==> config.mk <==
export PLATFORM = sky130hd
export DESIGN_NAME = port_rr_scheduler_flat
export DESIGN_NICKNAME = d
export VERILOG_FILES = /design/src/rtl/port_rr_scheduler_pkg.sv /design/src/rtl/port_rr_scheduler_if.sv /design/src/rtl/port_rr_scheduler_pick.sv /design/src/rtl/port_rr_scheduler.sv /design/src/flat_wrapper.sv
export SDC_FILE = /design/constraint.sdc
export NUM_CORES = 1
export LEC_CHECK = 0
export CAP_MARGIN = 15
export CORE_MARGIN = 5
export CORE_UTILIZATION = 29
export DETAILED_ROUTE_END_ITERATION = 10
export GPL_ROUTABILITY_DRIVEN = 0
export SKIP_LAST_GASP = 1
export SLEW_MARGIN = 30
export SYNTH_ARGS = -nofsm -noshare
export SYNTH_HDL_FRONTEND = slang
export SYNTH_HIERARCHICAL = 1
export SYNTH_SLANG_ARGS = --single-unit
==> constraint.sdc <==
create_clock -name i_clk -period 6.7 [get_ports i_clk]
set_input_delay 1.34 -clock i_clk [delete_from_list [all_inputs] [get_ports i_clk]]
set_output_delay 1.34 -clock i_clk [all_outputs]
set_load 0.05 [all_outputs]
==> src/rtl/port_rr_scheduler_pkg.sv <==
// Shared types and constants for the packet-level round-robin port scheduler.
package port_sched_pkg;

   localparam int DEF_PORTNUM = 16;
   localparam int DEF_TIMEOUT = 1024;
   localparam int DEF_GAP     = 1;

   typedef enum logic [1:0] {
      ST_IDLE  = 2'd0,
      ST_GRANT = 2'd1,
      ST_GAP   = 2'd2
   } state_t;

   // Width of a port index; never narrower than one bit.
   function automatic int port_w(input int n);
      return (n > 1) ? $clog2(n) : 1;
   endfunction

endpackage

==> src/rtl/port_rr_scheduler_if.sv <==
// Request/grant bundle between the per-port input buffers and the scheduler.
interface port_rr_scheduler_if #(
   parameter int PORTNUM = 16
);
   localparam int PORT_W = port_sched_pkg::port_w(PORTNUM);

   logic [PORTNUM-1:0] i_req;
   logic [PORTNUM-1:0] i_eop;
   logic [PORTNUM-1:0] i_mask;
   logic [PORTNUM-1:0] o_grant;
   logic [PORT_W-1:0]  o_sel;
   logic               o_port_ready;
   logic               o_timeout;
   logic [PORT_W-1:0]  o_timeout_port;

   modport master (
      output i_req, i_eop, i_mask,
      input  o_grant, o_sel, o_port_ready, o_timeout, o_timeout_port
   );

   modport slave (
      input  i_req, i_eop, i_mask,
      output o_grant, o_sel, o_port_ready, o_timeout, o_timeout_port
   );

endinterface

==> src/rtl/port_rr_scheduler_pick.sv <==
// Combinational round-robin pick: first eligible port at or after rr_ptr, wrapping.
// Rotate so rr_ptr lands at bit 0, priority-encode the lowest set bit, add rr_ptr back.
module rr_prior_pick
   import port_sched_pkg::*;
#(
   parameter int PORTNUM = 16,
   parameter int PW      = port_w(PORTNUM)
) (
   input  logic [PORTNUM-1:0] eligible,
   input  logic [PW-1:0]      rr_ptr,
   output logic               pick_vld,
   output logic [PW-1:0]      pick_idx
);

   logic [2*PORTNUM-1:0] dbl;
   logic [PORTNUM-1:0]   rot;
   logic [PW-1:0]        off;
   logic [PW:0]          sum;

   always_comb begin
      dbl      = {eligible, eligible};
      rot      = PORTNUM'(dbl >> rr_ptr);
      off      = '0;
      pick_vld = 1'b0;
      for (int i = 0; i < PORTNUM; i++) begin
         if (rot[i] && !pick_vld) begin
            off      = PW'(i);
            pick_vld = 1'b1;
         end
      end
      sum = {1'b0, off} + {1'b0, rr_ptr};
      if (sum >= (PW+1)'(PORTNUM)) begin
         sum = sum - (PW+1)'(PORTNUM);
      end
      pick_idx = PW'(sum);
   end

endmodule

==> src/rtl/port_rr_scheduler.sv <==
// Packet-level round-robin owner of the shared write path: 1-cycle request-to-grant,
// grant locked until eop of the owner or TIMEOUT cycles, then GAP idle cycles.
module port_rr_scheduler
   import port_sched_pkg::*;
#(
   parameter int PORTNUM = DEF_PORTNUM,
   parameter int TIMEOUT = DEF_TIMEOUT,
   parameter int GAP     = DEF_GAP
) (
   input  logic                i_clk,
   input  logic                i_rst_n,
   port_rr_scheduler_if.slave  sif
);

   localparam int PW = port_w(PORTNUM);
   localparam int CW = $clog2(TIMEOUT);
   localparam int GW = 3;

   state_t             state_q, state_d;
   logic [PW-1:0]      rr_ptr_q, rr_ptr_d;
   logic [PORTNUM-1:0] grant_q, grant_d;
   logic [PW-1:0]      sel_q, sel_d;
   logic               ready_q, ready_d;
   logic               timeout_q, timeout_d;
   logic [PW-1:0]      to_port_q, to_port_d;
   logic [CW-1:0]      hold_cnt_q, hold_cnt_d;
   logic [GW-1:0]      gap_cnt_q, gap_cnt_d;

   logic [PORTNUM-1:0] eligible;
   logic               pick_vld;
   logic [PW-1:0]      pick_idx;
   logic               release_now;

   assign eligible = sif.i_req & sif.i_mask;

   rr_prior_pick #(.PORTNUM(PORTNUM), .PW(PW)) u_pick (
      .eligible (eligible),
      .rr_ptr   (rr_ptr_q),
      .pick_vld (pick_vld),
      .pick_idx (pick_idx)
   );

   always_comb begin
      state_d     = state_q;
      rr_ptr_d    = rr_ptr_q;
      grant_d     = grant_q;
      sel_d       = sel_q;
      ready_d     = ready_q;
      timeout_d   = 1'b0;
      to_port_d   = to_port_q;
      hold_cnt_d  = hold_cnt_q;
      gap_cnt_d   = gap_cnt_q;
      release_now = 1'b0;

      unique case (state_q)
         ST_IDLE: begin
            if (pick_vld) begin
               grant_d    = PORTNUM'(1) << pick_idx;
               sel_d      = pick_idx;
               hold_cnt_d = '0;
               ready_d    = 1'b0;
               state_d    = ST_GRANT;
            end
         end
         ST_GRANT: begin
            // eop wins over the budget check, so a packet ending exactly on budget is not a timeout.
            if (sif.i_eop[sel_q]) begin
               release_now = 1'b1;
            end else if (hold_cnt_q == CW'(TIMEOUT-1)) begin
               release_now = 1'b1;
               timeout_d   = 1'b1;
               to_port_d   = sel_q;
            end else begin
               hold_cnt_d = hold_cnt_q + 1'b1;
            end
            if (release_now) begin
               grant_d  = '0;
               rr_ptr_d = (sel_q == PW'(PORTNUM-1)) ? '0 : sel_q + 1'b1;
               if (GAP > 0) begin
                  gap_cnt_d = '0;
                  state_d   = ST_GAP;
               end else begin
                  ready_d = 1'b1;
                  state_d = ST_IDLE;
               end
            end
         end
         ST_GAP: begin
            if (gap_cnt_q == GW'(GAP-1)) begin
               ready_d = 1'b1;
               state_d = ST_IDLE;
            end else begin
               gap_cnt_d = gap_cnt_q + 1'b1;
            end
         end
         default: begin
            grant_d = '0;
            ready_d = 1'b1;
            state_d = ST_IDLE;
         end
      endcase
   end

   always_ff @(posedge i_clk) begin
      if (!i_rst_n) begin
         state_q    <= ST_IDLE;
         rr_ptr_q   <= '0;
         grant_q    <= '0;
         sel_q      <= '0;
         ready_q    <= 1'b1;
         timeout_q  <= 1'b0;
         to_port_q  <= '0;
         hold_cnt_q <= '0;
         gap_cnt_q  <= '0;
      end else begin
         state_q    <= state_d;
         rr_ptr_q   <= rr_ptr_d;
         grant_q    <= grant_d;
         sel_q      <= sel_d;
         ready_q    <= ready_d;
         timeout_q  <= timeout_d;
         to_port_q  <= to_port_d;
         hold_cnt_q <= hold_cnt_d;
         gap_cnt_q  <= gap_cnt_d;
      end
   end

   assign sif.o_grant        = grant_q;
   assign sif.o_sel          = sel_q;
   assign sif.o_port_ready   = ready_q;
   assign sif.o_timeout      = timeout_q;
   assign sif.o_timeout_port = to_port_q;

endmodule
==> src/flat_wrapper.sv <==
// flat-port wrapper written by rule: the top's interface ports become plain ports
module port_rr_scheduler_flat import port_sched_pkg::*;
#(
   parameter int PORTNUM = DEF_PORTNUM,
   parameter int TIMEOUT = DEF_TIMEOUT,
   parameter int GAP     = DEF_GAP
)
  (i_clk, i_rst_n, sif_i_req, sif_i_eop, sif_i_mask, sif_o_grant, sif_o_sel, sif_o_port_ready, sif_o_timeout, sif_o_timeout_port);
  port_rr_scheduler_if #(.PORTNUM(PORTNUM)) sif_i ();
  input  logic i_clk;
  input  logic i_rst_n;
  input wire logic [$bits(sif_i.i_req)-1:0] sif_i_req;
  input wire logic [$bits(sif_i.i_eop)-1:0] sif_i_eop;
  input wire logic [$bits(sif_i.i_mask)-1:0] sif_i_mask;
  output wire logic [$bits(sif_i.o_grant)-1:0] sif_o_grant;
  output wire logic [$bits(sif_i.o_sel)-1:0] sif_o_sel;
  output wire logic [$bits(sif_i.o_port_ready)-1:0] sif_o_port_ready;
  output wire logic [$bits(sif_i.o_timeout)-1:0] sif_o_timeout;
  output wire logic [$bits(sif_i.o_timeout_port)-1:0] sif_o_timeout_port;
  assign sif_i.i_req = sif_i_req;
  assign sif_i.i_eop = sif_i_eop;
  assign sif_i.i_mask = sif_i_mask;
  assign sif_o_grant = sif_i.o_grant;
  assign sif_o_sel = sif_i.o_sel;
  assign sif_o_port_ready = sif_i.o_port_ready;
  assign sif_o_timeout = sif_i.o_timeout;
  assign sif_o_timeout_port = sif_i.o_timeout_port;
  port_rr_scheduler #(.PORTNUM(PORTNUM), .TIMEOUT(TIMEOUT), .GAP(GAP)) u_core (.i_clk(i_clk), .i_rst_n(i_rst_n), .sif(sif_i));
endmodule
Word-level counts from Yosys, hierarchy flattened. Cells that the tools add are included.

Bits in registers: 45. Input port bits: 50. Output and inout bits: 26.

$add $sub $neg: 5. $lt $le $gt $ge: 2. Equality and inequality tests: 10. Shift operators: 2. Muxes and demuxes: 55. Bitwise logic cells: 5. Reduce and logical (&&, ||, !) cells: 43.

Operators with widths (count): 4-bit two-way mux (16); 16-bit one-hot mux with 3 select lines (1); 16-bit two-way mux (2); 32-bit by 4-bit right shift with 16-bit output (1); 10-bit two-way mux (3); 1-bit two-way mux (23); 10-bit one-hot mux with 2 select lines (1); 16-bit bitwise AND (1); 1-bit by 4-bit << shifter with 16-bit output (first input constant) (1); 1-bit logical AND (15); 1-bit zero test (15); 3-bit AND reduction (5); 10-bit by 1-bit adder with 10-bit output (second input constant) (1); 10-bit equality test (second input constant) (1); 2-bit two-way mux (3); 3-bit two-way mux (2); 2-bit by 1-bit != test with 1-bit output (second input constant) (3); 2-bit != test (second input constant) (3); 2-bit one-hot mux with 3 select lines (1); 3-bit one-hot mux with 2 select lines (1); 4-bit by 4-bit adder with 5-bit output (1); 5-bit greater-or-equal comparator (second input constant) (1); 4-bit by 5-bit less-than comparator with 1-bit output (second input constant) (1); 4-bit by 1-bit adder with 4-bit output (second input constant) (1); 14 further kinds (19).

Depth between registers and ports, before layout. Gate-level depths: netlist (run 1).

Depth in word-level cells: 54. Depth in mapped cells: 18. Gate-level depth less buffers: 17.

Hierarchy. The synthesis (run 1) kept the hierarchy.

Modules (own cells, without submodules): port_rr_scheduler (instances 1, cells each 254, area an instance 2265.9 um^2); rr_prior_pick (instances 1, cells each 125, area an instance 1174.9 um^2).

Least setup slack after synthesis (run 1). Ideal clock, no wire load.

Kind: in2reg. From: input sif_i_req[0]. To: register u_core.grant_q[10] (netlist: u_core/sif.o_grant[10]). Data arrival time: 4.926 ns. Data required time: 6.640 ns. Slack: 1.713 ns. Stages: 15. Cell sequence: and2_1 -> mux4_4 -> mux2_2 -> or3_4 -> o22a_4 -> nor4_2 -> a221o_1 -> ha_1 -> a21o_1 -> a21oi_1 -> xnor2_1 -> xnor2_1 -> nand2_1 -> nor4_1 -> a22o_1.

Longest elaborated chain between the ends: 54. Elaborated cells between the ends (all ways): 72. Classes of those cells: add/sub: 2; order compare: 1; eq/ne: 1; shift: 2; mux: 34; bitwise: 1; reduce/logical: 31.

Ends and longest elaborated chain: from (decl) (line flat_wrapper.sv:12) `input wire logic [$bits(sif_i.i_req)-1:0] sif_i_req;`; 16-bit bitwise AND * (line port_rr_scheduler.sv:34) `assign eligible = sif.i_req & sif.i_mask;`; 32-bit by 4-bit right shift with 16-bit output * (line port_rr_scheduler_pick.sv:22) `rot = PORTNUM'(dbl >> rr_ptr);`; 1-bit two-way mux (line port_rr_scheduler_pick.sv:26) `if (rot[i] && !pick_vld) begin`; 1-bit zero test (line port_rr_scheduler_pick.sv:26); 1-bit logical AND (line port_rr_scheduler_pick.sv:26); 1-bit two-way mux (line port_rr_scheduler_pick.sv:26); 1-bit zero test (line port_rr_scheduler_pick.sv:26); 1-bit logical AND (line port_rr_scheduler_pick.sv:26); [... 39 more ...]; 4-bit two-way mux * (line port_rr_scheduler_pick.sv:26); 4-bit by 4-bit adder with 5-bit output * (line port_rr_scheduler_pick.sv:31) `sum = {1'b0, off} + {1'b0, rr_ptr};`; 4-bit by 1-bit subtractor with 4-bit output / 5-bit greater-or-equal comparator (equally long branches) (line port_rr_scheduler_pick.sv:33, port_rr_scheduler_pick.sv:32); 4-bit two-way mux * (line port_rr_scheduler_pick.sv:32) `if (sum >= (PW+1)'(PORTNUM)) begin`; net u_core.pick_idx[3] (line port_rr_scheduler.sv:31) `logic [PW-1:0] pick_idx;`; 1-bit by 4-bit << shifter with 16-bit output * (line port_rr_scheduler.sv:58) `grant_d = PORTNUM'(1) << pick_idx;`; 16-bit two-way mux * (line port_rr_scheduler.sv:57) `if (pick_vld) begin`; 16-bit one-hot mux with 3 select lines * (line port_rr_scheduler.sv:55) `unique case (state_q)`; to (signal assigned) (line port_rr_scheduler.sv:118) `grant_q <= grant_d;`; to (decl) (line port_rr_scheduler.sv:21) `logic [PORTNUM-1:0] grant_q, grant_d;`.

Mark *: on every way through the listed nets, which the timed path passes. The rest lies on a longest branch. The select of a mux whose other input is x is not followed. A chain may end at the register's enable or synchronous reset.

Worst setup path after layout (run 1).
From: input sif_i_req[7]. To: register u_core.grant_q[10] (netlist: u_core/sif.o_grant[10]).

Longest elaborated chain between the ends: 54. Elaborated cells between the ends (all ways): 72. Classes of those cells: add/sub: 2; order compare: 1; eq/ne: 1; shift: 2; mux: 34; bitwise: 1; reduce/logical: 31.

Ends and longest elaborated chain: 16-bit bitwise AND * (line port_rr_scheduler.sv:34); net u_core.eligible[7] (line port_rr_scheduler.sv:29) `logic [PORTNUM-1:0] eligible;`; 32-bit by 4-bit right shift with 16-bit output * (line port_rr_scheduler_pick.sv:22); 1-bit two-way mux (line port_rr_scheduler_pick.sv:26); 1-bit zero test (line port_rr_scheduler_pick.sv:26); 1-bit logical AND (line port_rr_scheduler_pick.sv:26); 1-bit two-way mux (line port_rr_scheduler_pick.sv:26); 1-bit zero test (line port_rr_scheduler_pick.sv:26); [... 40 more ...]; 4-bit two-way mux * (line port_rr_scheduler_pick.sv:26); 4-bit by 4-bit adder with 5-bit output * (line port_rr_scheduler_pick.sv:31); 4-bit by 1-bit subtractor with 4-bit output / 5-bit greater-or-equal comparator (equally long branches) (line port_rr_scheduler_pick.sv:33, port_rr_scheduler_pick.sv:32); 4-bit two-way mux * (line port_rr_scheduler_pick.sv:32); net u_core.pick_idx[3] (line port_rr_scheduler.sv:31); 1-bit by 4-bit << shifter with 16-bit output * (line port_rr_scheduler.sv:58); 16-bit two-way mux * (line port_rr_scheduler.sv:57); 16-bit one-hot mux with 3 select lines * (line port_rr_scheduler.sv:55).

Marked as above.

==> flow_summary.json, run 1 <==
{
  "outcome": "complete, no violations",
  "grt_use_total_pct": 13.45,
  "rrSetupSlack_ps": 2010,
  "cts_setup_buffers": 0,
  "avgSynthCellArea_um2": 9.079,
  "power_switching_share_pct": 46.33,
  "worst_pin_slew_ps": 690.9,
  "cts_resized": 0,
  "power_frac_seq_pct": 24.2,
  "layout-drive-gt1-share_pct": 12.39,
  "final_net_count": 501,
  "dp_worst_setup_slack_ps": 990.1,
  "finClkSkew_ps": 7.643,
  "rsz0062_at_grt": "false",
  "grt_pass1_vias": 3177,
  "crit_path_start": "sif_i_req[7]",
  "tns_ps": 0,
  "critPathArrivalTime_ps": 5670,
  "ys_ff_latch": 45,
  "p_sw_mw": 0.7483,
  "detail_route.wirelength_um": 9430,
  "rows": 39,
  "synth_top_flop_cell": "dfxtp_1",
  "clk_pin_slew_worst_paths_ps": 70,
  "max_stage_delay_ps": 610,
  "grt-ovfl-total": 0,
  "syn_nets": 437,
  "r2r_cells": 15,
  "relSlewSlack_pct": 53.88,
  "cpMostUsedCell": "xnor2_1",
  "setup-violations-final": 0,
  "firstDrtPassIters": 4,
  "synthToLayoutAreaGrowth_pct": 29.49,
  "p_clk_share_pct": 18.1,
  "clk_latency_ps": 290,
  "io_pins": 76,
  "hold_viol_final": 0,
  "fin_ws_ps": 1257,
  "yosysWarnings": 6,
  "core_mm2": 0.01152,
  "cts_root_buf": "clkbuf_16",
  "end_kind": "flop",
  "power.internal_mw": 0.8668,
  "path_class": "input pin to flop",
  "power_frac_comb_pct": 57.7,
  "antenna_found_initial": 0,
  "ir_drop_mv": 0.1849,
  "critPathMaxFanout": 5,
  "p_leak_nw": 1.588,
  "cp_slowest_cell": "mux4_4",
  "cts_tree": "done",
  "post-dp-hpwl_um": 7112,
  "start_util_pct": 29.88,
  "synthSimpleGateAreaFrac_pct": 22.15,
  "dieWidth_um": 118.9,
  "syn_area_mm2": 0.003441,
  "final_antenna_net_count": 0,
  "p_per_area_mw_per_mm2": 362.5,
  "synth-adder-area-share_pct": 3.127,
  "hold_ws_ps": 463.6,
  "synthCells": 379,
  "die_h_um": 118.9,
  "drt_iter0_drc": 156,
  "clock_sinks": 45,
  "cts_buffers": 5,
  "wire_per_inst_um": 16.06,
  "grt_pass1_wl_um": 16060,
  "clock_path_buffers": 2,
  "final-max-slew-violation-count": 0,
  "vias_per_cell": 5.528,
  "synth_top_family_by_area": "multiplexers",
  "synth_edf_count": 0,
  "htree_num_levels": 2,
  "dieArea_mm2": 0.01414,
  "path_depth": 16,
  "port_buffers": 75,
  "hold_class": "flop to flop",
  "async_reset_ff_share_pct": 0,
  "crit_required_ps": 6930,
  "cap_violations": 0,
  "synth_xor_area_share_pct": 1.018,
  "dpl-instance-area_mm2": 0.004279,
  "num_vias": 3245,
  "path_delay_family": "simple AND/OR/NAND/NOR gates",
  "drc": 0,
  "reg2reg_from": "u_core/rr_ptr_q[0]",
  "synth_compound_area_share_pct": 20.69,
  "timing.fmax_ghz": 0.1837,
  "r2r-end": "u_core/sif.o_grant[10]",
  "endpoint": "u_core/sif.o_grant[10]",
  "final_util_pct": 38.69,
  "hp-start": "u_core/sif.o_timeout_port[1]",
  "grt_max_degree": 34,
  "period_share_pct": 81.24,
  "cts_hold_buf": 0,
  "diodes": 0,
  "path_buf_inv": 1,
  "path_cells": "clkdlybuf4s50_1, and2_1, mux4_4, mux2_2, or3_4, o22a_4, nor4_2, a221o_1, ha_1, a21o_1, a21oi_1, xnor2_1, xnor2_1, nand2_1, nor4_1, a22o_1",
  "ys_seq_area_share_pct": 26.18,
  "synth_cell_types": 72,
  "finish.instance_area_mm2": 0.004456,
  "start_kind": "input pin",
  "synth_mux_area_share_pct": 22.29,
  "period_needed_ps": 5443
}
[final cells by class]
cell class	instances	area, um^2
Fill cell	1139	7061
Multi-Input combinational cell	301	2384
Sequential cell	45	902.1
Timing Repair Buffer	77	765.7
Tap cell	143	178.9
Clock buffer	6	138.9
Inverter	13	48.80
Clock inverter	2	37.54
[placed cells by master, fill, tap and decap left out, types with 5 or more instances in the layout]
| master | synthesis | final |
|---|---|---|
| a21oi_1 | 16 | 16 |
| nor3_1 | 7 | 7 |
| nand2_1 | 44 | 44 |
| ha_1 | 7 | 7 |
| mux2i_1 | 19 | 19 |
| mux2_2 | 13 | 13 |
| clkdlybuf4s50_1 | 0 | 75 |
| nor2_1 | 24 | 24 |
| a31oi_1 | 8 | 8 |
| nor2b_1 | 6 | 6 |
| nor4_1 | 5 | 5 |
| nand2b_1 | 7 | 7 |
| clkbuf_16 | 0 | 5 |
| mux4_2 | 18 | 18 |
| nand3_1 | 9 | 9 |
| and2_1 | 19 | 19 |
| dfxtp_1 | 45 | 44 |
| inv_1 | 12 | 12 |
| o21ai_1 | 6 | 6 |
| and3_1 | 7 | 7 |
| o21ai_0 | 7 | 7 |
| a22o_1 | 12 | 12 |
[routing by layer]
metal / vias up / share of wire (%) / GRT usage (%)
met1: 1575 / 47 / 18.55
met5: - / 0 / 0
met2: 90 / 47 / 20.89
met3: 11 / 5.2 / 3.555
li1: 1569 / - / -
met4: 0 / 1.2 / 3.621
[logic make-up after synthesis]
group           count (synthesis)
simple gates                  146
compound gates                 92
mux                            51
flops                          45
buf+inv                        33
fa+ha+maj                       8
xor+xnor                        4
[stage by stage]
step	power [mW]	instances
2_1_floorplan	1.099	379
3_3_place_gp	1.310	579
3_5_place_dp	1.317	579
4_1_cts	1.616	587
5_1_grt	1.730	587
6_report	1.615	587
[cells in the mapped netlist (2+ instances only)]
cell       count  area (um^2)
a2111oi_0      2        17.52
a211oi_1       3        22.52
a21oi_1       16        80.08
a22o_1        12        105.1
a311oi_1       2        17.52
a31oi_1        8        50.05
a32o_1         3        30.03
a41oi_1        2        17.52
and2_1        19        118.9
and3_1         7        43.79
and4_1         2        17.52
buf_2          7        35.03
buf_6          3        33.78
clkbuf_1       8        30.03
dfxtp_1       45        900.9
ha_1           7        87.58
inv_1         12        45.04
mux2_2        13        146.4
mux2i_1       19        190.2
mux4_2        18        405.4
nand2_1       44        165.2
nand2b_1       7        43.79
nand3_1        9        45.04
nand4_1        2        12.51
nor2_1        24        90.09
nor2_2         2        12.51
nor2b_1        6        37.54
nor3_1         7        35.03
nor3b_1        2        15.01
nor4_1         5        31.28
nor4b_1        2        17.52
o211a_1        2        20.02
o211ai_1       3        22.52
o21ai_0        7        35.03
o21ai_1        6        30.03
o22ai_1        3        18.77
o2bb2ai_1      2        17.52
or3_1          2        12.51
xnor2_1        3        26.28
[tightest hold or removal path, delay by kind of cell, from the launching register on]
| family | cells | cell delay [ps] |
|---|---|---|
| and+or+nand+nor | 1 | 50 |
| DFF | 1 | 310 |
| muxes | 1 | 60 |
[state kept, by name, summed over array words and instances (netlist names)]
name                       flops
u_core/sif.o_grant            16
u_core/hold_cnt_q             10
u_core/rr_ptr_q                4
u_core/sif.o_sel               4
u_core/sif.o_timeout_port      4
u_core/gap_cnt_q               3
u_core/state_q                 2
u_core/sif.o_port_ready        1
u_core/sif.o_timeout           1
[power by group through the flow]
stage | Combinational, mW | Clock [mW] | Sequential (mW)
5_1_grt | 1.02 | 0.310 | 0.402
3_3_place_gp | 0.917 | 0 | 0.394
2_1_floorplan | 0.673 | 0 | 0.426
6_report | 0.932 | 0.292 | 0.390
3_5_place_dp | 0.921 | 0 | 0.397
4_1_cts | 0.926 | 0.299 | 0.391
[worst min path at each step]
stage	slack, ps	end	cells after the start
floorplan	450	u_core/gap_cnt_q[0]	1
finish	460	u_core/sif.o_timeout_port[1]	2
global route	480	u_core/sif.o_timeout_port[3]	2
global placement	450	u_core/sif.o_timeout_port[0]	2
detailed placement	450	u_core/sif.o_timeout_port[3]	2
CTS	470	u_core/sif.o_timeout_port[3]	2
Power figures use the tool's default switching activity.
==> inputs of run 2 (changes only) <==
clock period = 4.7 ns   (was 6.7 ns; I/O delays follow)
==> flow_summary.json, run 2 (synthesized netlist as in run 1, its figures left out) <==
{
  "outcome": "complete, no violations",
  "cap_violations": 0,
  "final_net_count": 559,
  "layout_common_cells": "buf_4 (52), dfxtp_1 (45), clkdlybuf4s50_1 (43)",
  "worst_pin_slew_ps": 679.2,
  "post-dp-hpwl_um": 7539,
  "dp.cells": 632,
  "htree_num_levels": 2,
  "dpl-instance-area_mm2": 0.004701,
  "antenna_found_initial": 0,
  "firstDrtPassIters": 4,
  "clock_sinks": 45,
  "ir_drop_mv": 0.3501,
  "p_per_area_mw_per_mm2": 539.8,
  "final_antenna_net_count": 0,
  "start_kind": "input pin",
  "synthToLayoutAreaGrowth_pct": 50.51,
  "cts_tree": "done",
  "dieWidth_um": 118.9,
  "clock_path_buffers": 2,
  "hold_viol_final": 0,
  "hold_depth": 2,
  "timing.fmax_ghz": 0.2213,
  "rsz0062_at_grt": "false",
  "largest_reg_flops": 16,
  "port_buffers": 75,
  "hold_class": "flop to flop",
  "critPathArrivalTime_ps": 4690,
  "p_leak_nw": 2.251,
  "wire_per_inst_um": 16.11,
  "r2r_cells": 18,
  "cts_buffers": 5,
  "start_util_pct": 29.88,
  "drt_iter0_drc": 173,
  "end_kind": "flop",
  "period_needed_ps": 4518,
  "num_vias": 3476,
  "grt_pass1_vias": 3483,
  "cts_hold_buf": 0,
  "hold_ws_ps": 460.9,
  "rows": 39,
  "grt_pass1_wl_um": 17040,
  "dieArea_mm2": 0.01414,
  "grt_use_total_pct": 14.14,
  "clk_pin_slew_worst_paths_ps": 60,
  "io_pins": 76,
  "detail_route.wirelength_um": 10390,
  "critPathMaxFanout": 4,
  "grt_max_degree": 34,
  "drc": 0,
  "vias_per_cell": 5.389,
  "finish.instance_area_mm2": 0.005179,
  "cts_root_buf": "clkbuf_16",
  "path_class": "input pin to flop",
  "layout_commonest_cell": "buf_4",
  "core_mm2": 0.01152,
  "crit_required_ps": 4870,
  "grt-ovfl-total": 0,
  "diodes": 0,
  "period_share_pct": 96.13,
  "final_cell_count_no_fill": 645,
  "die_h_um": 118.9,
  "final-max-slew-violation-count": 0,
  "setup-violations-final": 0,
  "finClkSkew_ps": 4.918,
  "layout-drive-gt1-share_pct": 28.69,
  "relSlewSlack_pct": 54.66,
  "clk_latency_ps": 280
}
[run 2: layout make-up]
| class | instances | area [um^2] |
|---|---|---|
| sequential | 45 | 900.9 |
| inverter | 13 | 48.80 |
| fill | 1088 | 6337 |
| multi-input combinational | 301 | 2574 |
| clock inverter | 2 | 10.01 |
| clock buffer | 6 | 128.9 |
| timing repair buffer | 135 | 1338 |
| tap | 143 | 178.9 |
[run 2: worst paths after layout]
path	startpoint	end	slack, ps
worst max-delay path	sif_i_mask[8]	u_core/sif.o_grant[0]	180
worst min-delay path	u_core/sif.o_timeout_port[3]	u_core/sif.o_timeout_port[3]	460
worst max register to register	u_core/rr_ptr_q[3]	u_core/sif.o_grant[0]	440
worst min register to register	u_core/sif.o_timeout_port[3]	u_core/sif.o_timeout_port[3]	460
[run 2: power by group]
group          leakage [nW]  internal (mW)  switching, mW
Clock                0.0706          0.196          0.146
Combinational          1.82          0.916           1.00
Sequential            0.365          0.436         0.0999
[run 2: repair_timing]
item / 4_1_cts / 5_1_grt
pin swaps: 5 / 29
resized for setup: 8 / 81
buffers inserted: 3 / 3
setup endpoints to repair: 13 / 19
[run 2: metal layers]
layer / global-route usage (%) / up-vias / routed length [um]
li1: - / 1689 / -
met1: 19.41 / 1670 / 4763
met2: 23.34 / 111 / 4985
met3: 2.844 / 6 / 593
met4: 2.534 / 0 / 44
met5: 0 / - / 0
[run 2: worst max-delay path, cell delays in order]
cell            delay [ps]
dlymetal6s2s_1         120
and2_4                 150
buf_4                  140
mux4_2                 470
mux2_4                 300
or3_4                  380
o22a_4                 280
nor4_4                 240
a221o_1                160
ha_1                   220
a21o_1                 190
a21oi_2                170
xnor2_2                 90
xnor2_2                260
inv_2                   90
buf_6                  120
buf_4                  120
a32o_1                 240
[run 2: through the flow]
step,util [%],power [mW],setup WS (ps),setup TNS (ps)
after CTS,42.70,2.642,2.986,0
after detailed placement,40.82,2.205,-470.9,-6450
after global routing,44.97,2.982,83.37,0
after floorplan,-,1.566,113.4,0
final,44.97,2.795,181.8,0
after global placement,40.82,2.195,-406.7,-5473
==> inputs of run 3 (changes only) <==
PLACE_DENSITY_LB_ADDON = 0.12   (was not set)
==> flow_summary.json, run 3 (synthesized netlist as in run 1, its figures left out) <==
{
  "path_class": "input pin to flop",
  "fin_ws_ps": 230.2,
  "diodes": 0,
  "layout_common_cells": "buf_4 (59), dfxtp_1 (45), clkdlybuf4s50_1 (43)",
  "grt.met2_usage_pct": 24.90,
  "rsz0062_at_grt": "false",
  "final.fill_count": 1134,
  "power_frac_seq_pct": 18.9,
  "p_total_mw": 2.774,
  "finClkSkew_ps": 4.673,
  "timing.fmax_ghz": 0.2237,
  "cp_slowest_cell": "mux4_2",
  "final-max-slew-violation-count": 0,
  "dieArea_mm2": 0.01414,
  "tns_ps": 0,
  "dp_worst_setup_slack_ps": -442.5,
  "drc": 0,
  "clk_pin_slew_worst_paths_ps": 60,
  "layout_commonest_cell": "buf_4",
  "start_util_pct": 29.88,
  "max_stage_delay_ps": 470,
  "grtUsageMet3_pct": 2.085,
  "gr-usage-met1_pct": 20.02,
  "cts_buffers": 5,
  "clock_path_buffers": 2,
  "r2r-end": "u_core/sif.o_grant[0]",
  "largest_reg_flops": 16,
  "grt_use_total_pct": 14.69,
  "start_kind": "input pin",
  "detail_route.wirelength_um": 10360,
  "rows": 39,
  "period_needed_ps": 4470,
  "p_per_area_mw_per_mm2": 533.5,
  "io_pins": 76,
  "r2r_cells": 17,
  "path_cells": "dlymetal6s2s_1, and2_4, buf_4, mux4_2, mux2_4, or2b_1, nor2_1, o211ai_1, nor4_4, a221o_1, ha_1, a21o_1, a21oi_2, xnor2_2, xnor2_2, inv_2, buf_6, buf_4, a32o_1",
  "reg2reg_from": "u_core/rr_ptr_q[0]",
  "p_leak_nw": 2.269,
  "p_clk_share_pct": 12.4,
  "layout-drive-gt1-share_pct": 30.51,
  "holdPathEnd": "u_core/sif.o_timeout_port[3]",
  "cap_violations": 0,
  "period_share_pct": 95.10,
  "drt_iter0_drc": 233,
  "clk_latency_ps": 280,
  "grt_max_degree": 34,
  "dieWidth_um": 118.9,
  "port_buffers": 75,
  "final_antenna_net_count": 0,
  "htree_num_levels": 2,
  "critPathMaxFanout": 4,
  "die_h_um": 118.9,
  "relSlewSlack_pct": 57.55,
  "hold_viol_final": 0,
  "firstDrtPassIters": 5,
  "worst_pin_slew_ps": 634.5,
  "p_sw_mw": 1.217,
  "grt_pass1_vias": 3556,
  "hp-start": "u_core/sif.o_timeout_port[3]",
  "hold_depth": 2,
  "grt-ovfl-total": 0,
  "core_mm2": 0.01152,
  "vias_per_cell": 5.270,
  "end_kind": "flop",
  "power_switching_share_pct": 43.86,
  "power.internal_mw": 1.558,
  "grt_pass1_wl_um": 17600,
  "synthToLayoutAreaGrowth_pct": 51.13,
  "num_vias": 3431,
  "ir_drop_mv": 0.2289,
  "setup-violations-final": 0,
  "post-dp-hpwl_um": 7842,
  "dp.cells": 632,
  "top_usage_layer": "met2",
  "power_frac_comb_pct": 68.7,
  "cts_hold_buf": 0,
  "antenna_found_initial": 0,
  "crit_required_ps": 4880,
  "rrSetupSlack_ps": 410,
  "hold_class": "flop to flop",
  "cts_tree": "done",
  "outcome": "complete, no violations",
  "final_cell_count_no_fill": 651,
  "clock_sinks": 45,
  "critPathArrivalTime_ps": 4650,
  "final_net_count": 565,
  "wire_per_inst_um": 15.91,
  "crit_path_start": "sif_i_req[0]",
  "cts_root_buf": "clkbuf_16"
}
[run 3: power groups by stage]
| stage | combinational [mW] | sequential [mW] | clock [mW] |
|---|---|---|---|
| 2_1_floorplan | 0.959 | 0.607 | 0 |
| 4_1_cts | 1.77 | 0.526 | 0.356 |
| 5_1_grt | 2.07 | 0.540 | 0.378 |
| 3_3_place_gp | 1.70 | 0.534 | 0 |
| 6_report | 1.90 | 0.525 | 0.345 |
| 3_5_place_dp | 1.70 | 0.535 | 0 |
[run 3: worst max path at each step]
stage | endpoint | cells past startpoint | slack, ps
finish | u_core/sif.o_grant[0] | 19 | 230
global route | u_core/sif.o_grant[0] | 19 | 10
detailed placement | u_core/sif.o_grant[6] | 18 | -440
CTS | u_core/sif.o_grant[6] | 18 | -7
global placement | u_core/sif.o_grant[14] | 19 | -420
floorplan | u_core/sif.o_grant[10] | 15 | 110
[run 3: worst max-delay path, delay by kind of cell]
family                   cells  cell delay [ps]
XOR/XNOR                     2              360
AND/OR/NAND/NOR              4              840
AO/OA/AOI/OAI                5              960
multiplexers                 2              750
adder cells (fa/ha/maj)      1              220
buffers and inverters        5              570
[run 3: repair_timing]
| item | 4_1_cts | 5_1_grt |
|---|---|---|
| cloned | 0 | 0 |
| pin swaps | 3 | 29 |
| buffers inserted | 2 | 10 |
| setup endpoints to repair | 14 | 19 |
| resized for setup | 9 | 88 |
[run 3: cell type report]
| type | count | area (um^2) | share of cell area [%] |
|---|---|---|---|
| repair buffers | 141 | 1361 | 26.18 |
| flip-flops and latches | 45 | 900.9 | 17.32 |
| clock inverters | 1 | 7.507 | 0.1444 |
| well taps | 143 | 178.9 | 3.441 |
| multi-input cells | 301 | 2570 | 49.42 |
| inverters | 13 | 48.80 | 0.9384 |
| clock buffers | 7 | 132.6 | 2.551 |
[run 3: metrics by stage]
step           util, %  hold WS (ps)  cell area [um^2]
2_1_floorplan        -         447.3              3441
3_3_place_gp     40.71         443.9              4688
3_5_place_dp     40.71         454.8              4688
4_1_cts          42.44         467.7              4887
5_1_grt          45.15         494.3              5200
6_report         45.15         462.3              5200
[run 3: per-layer routing]
metal	share of wire [%]	wire [um]	vias up
met5	0	0	-
met4	0.66	68	0
met3	3.1	323	7
met2	50	5168	67
met1	46	4794	1657
li1	-	-	1700
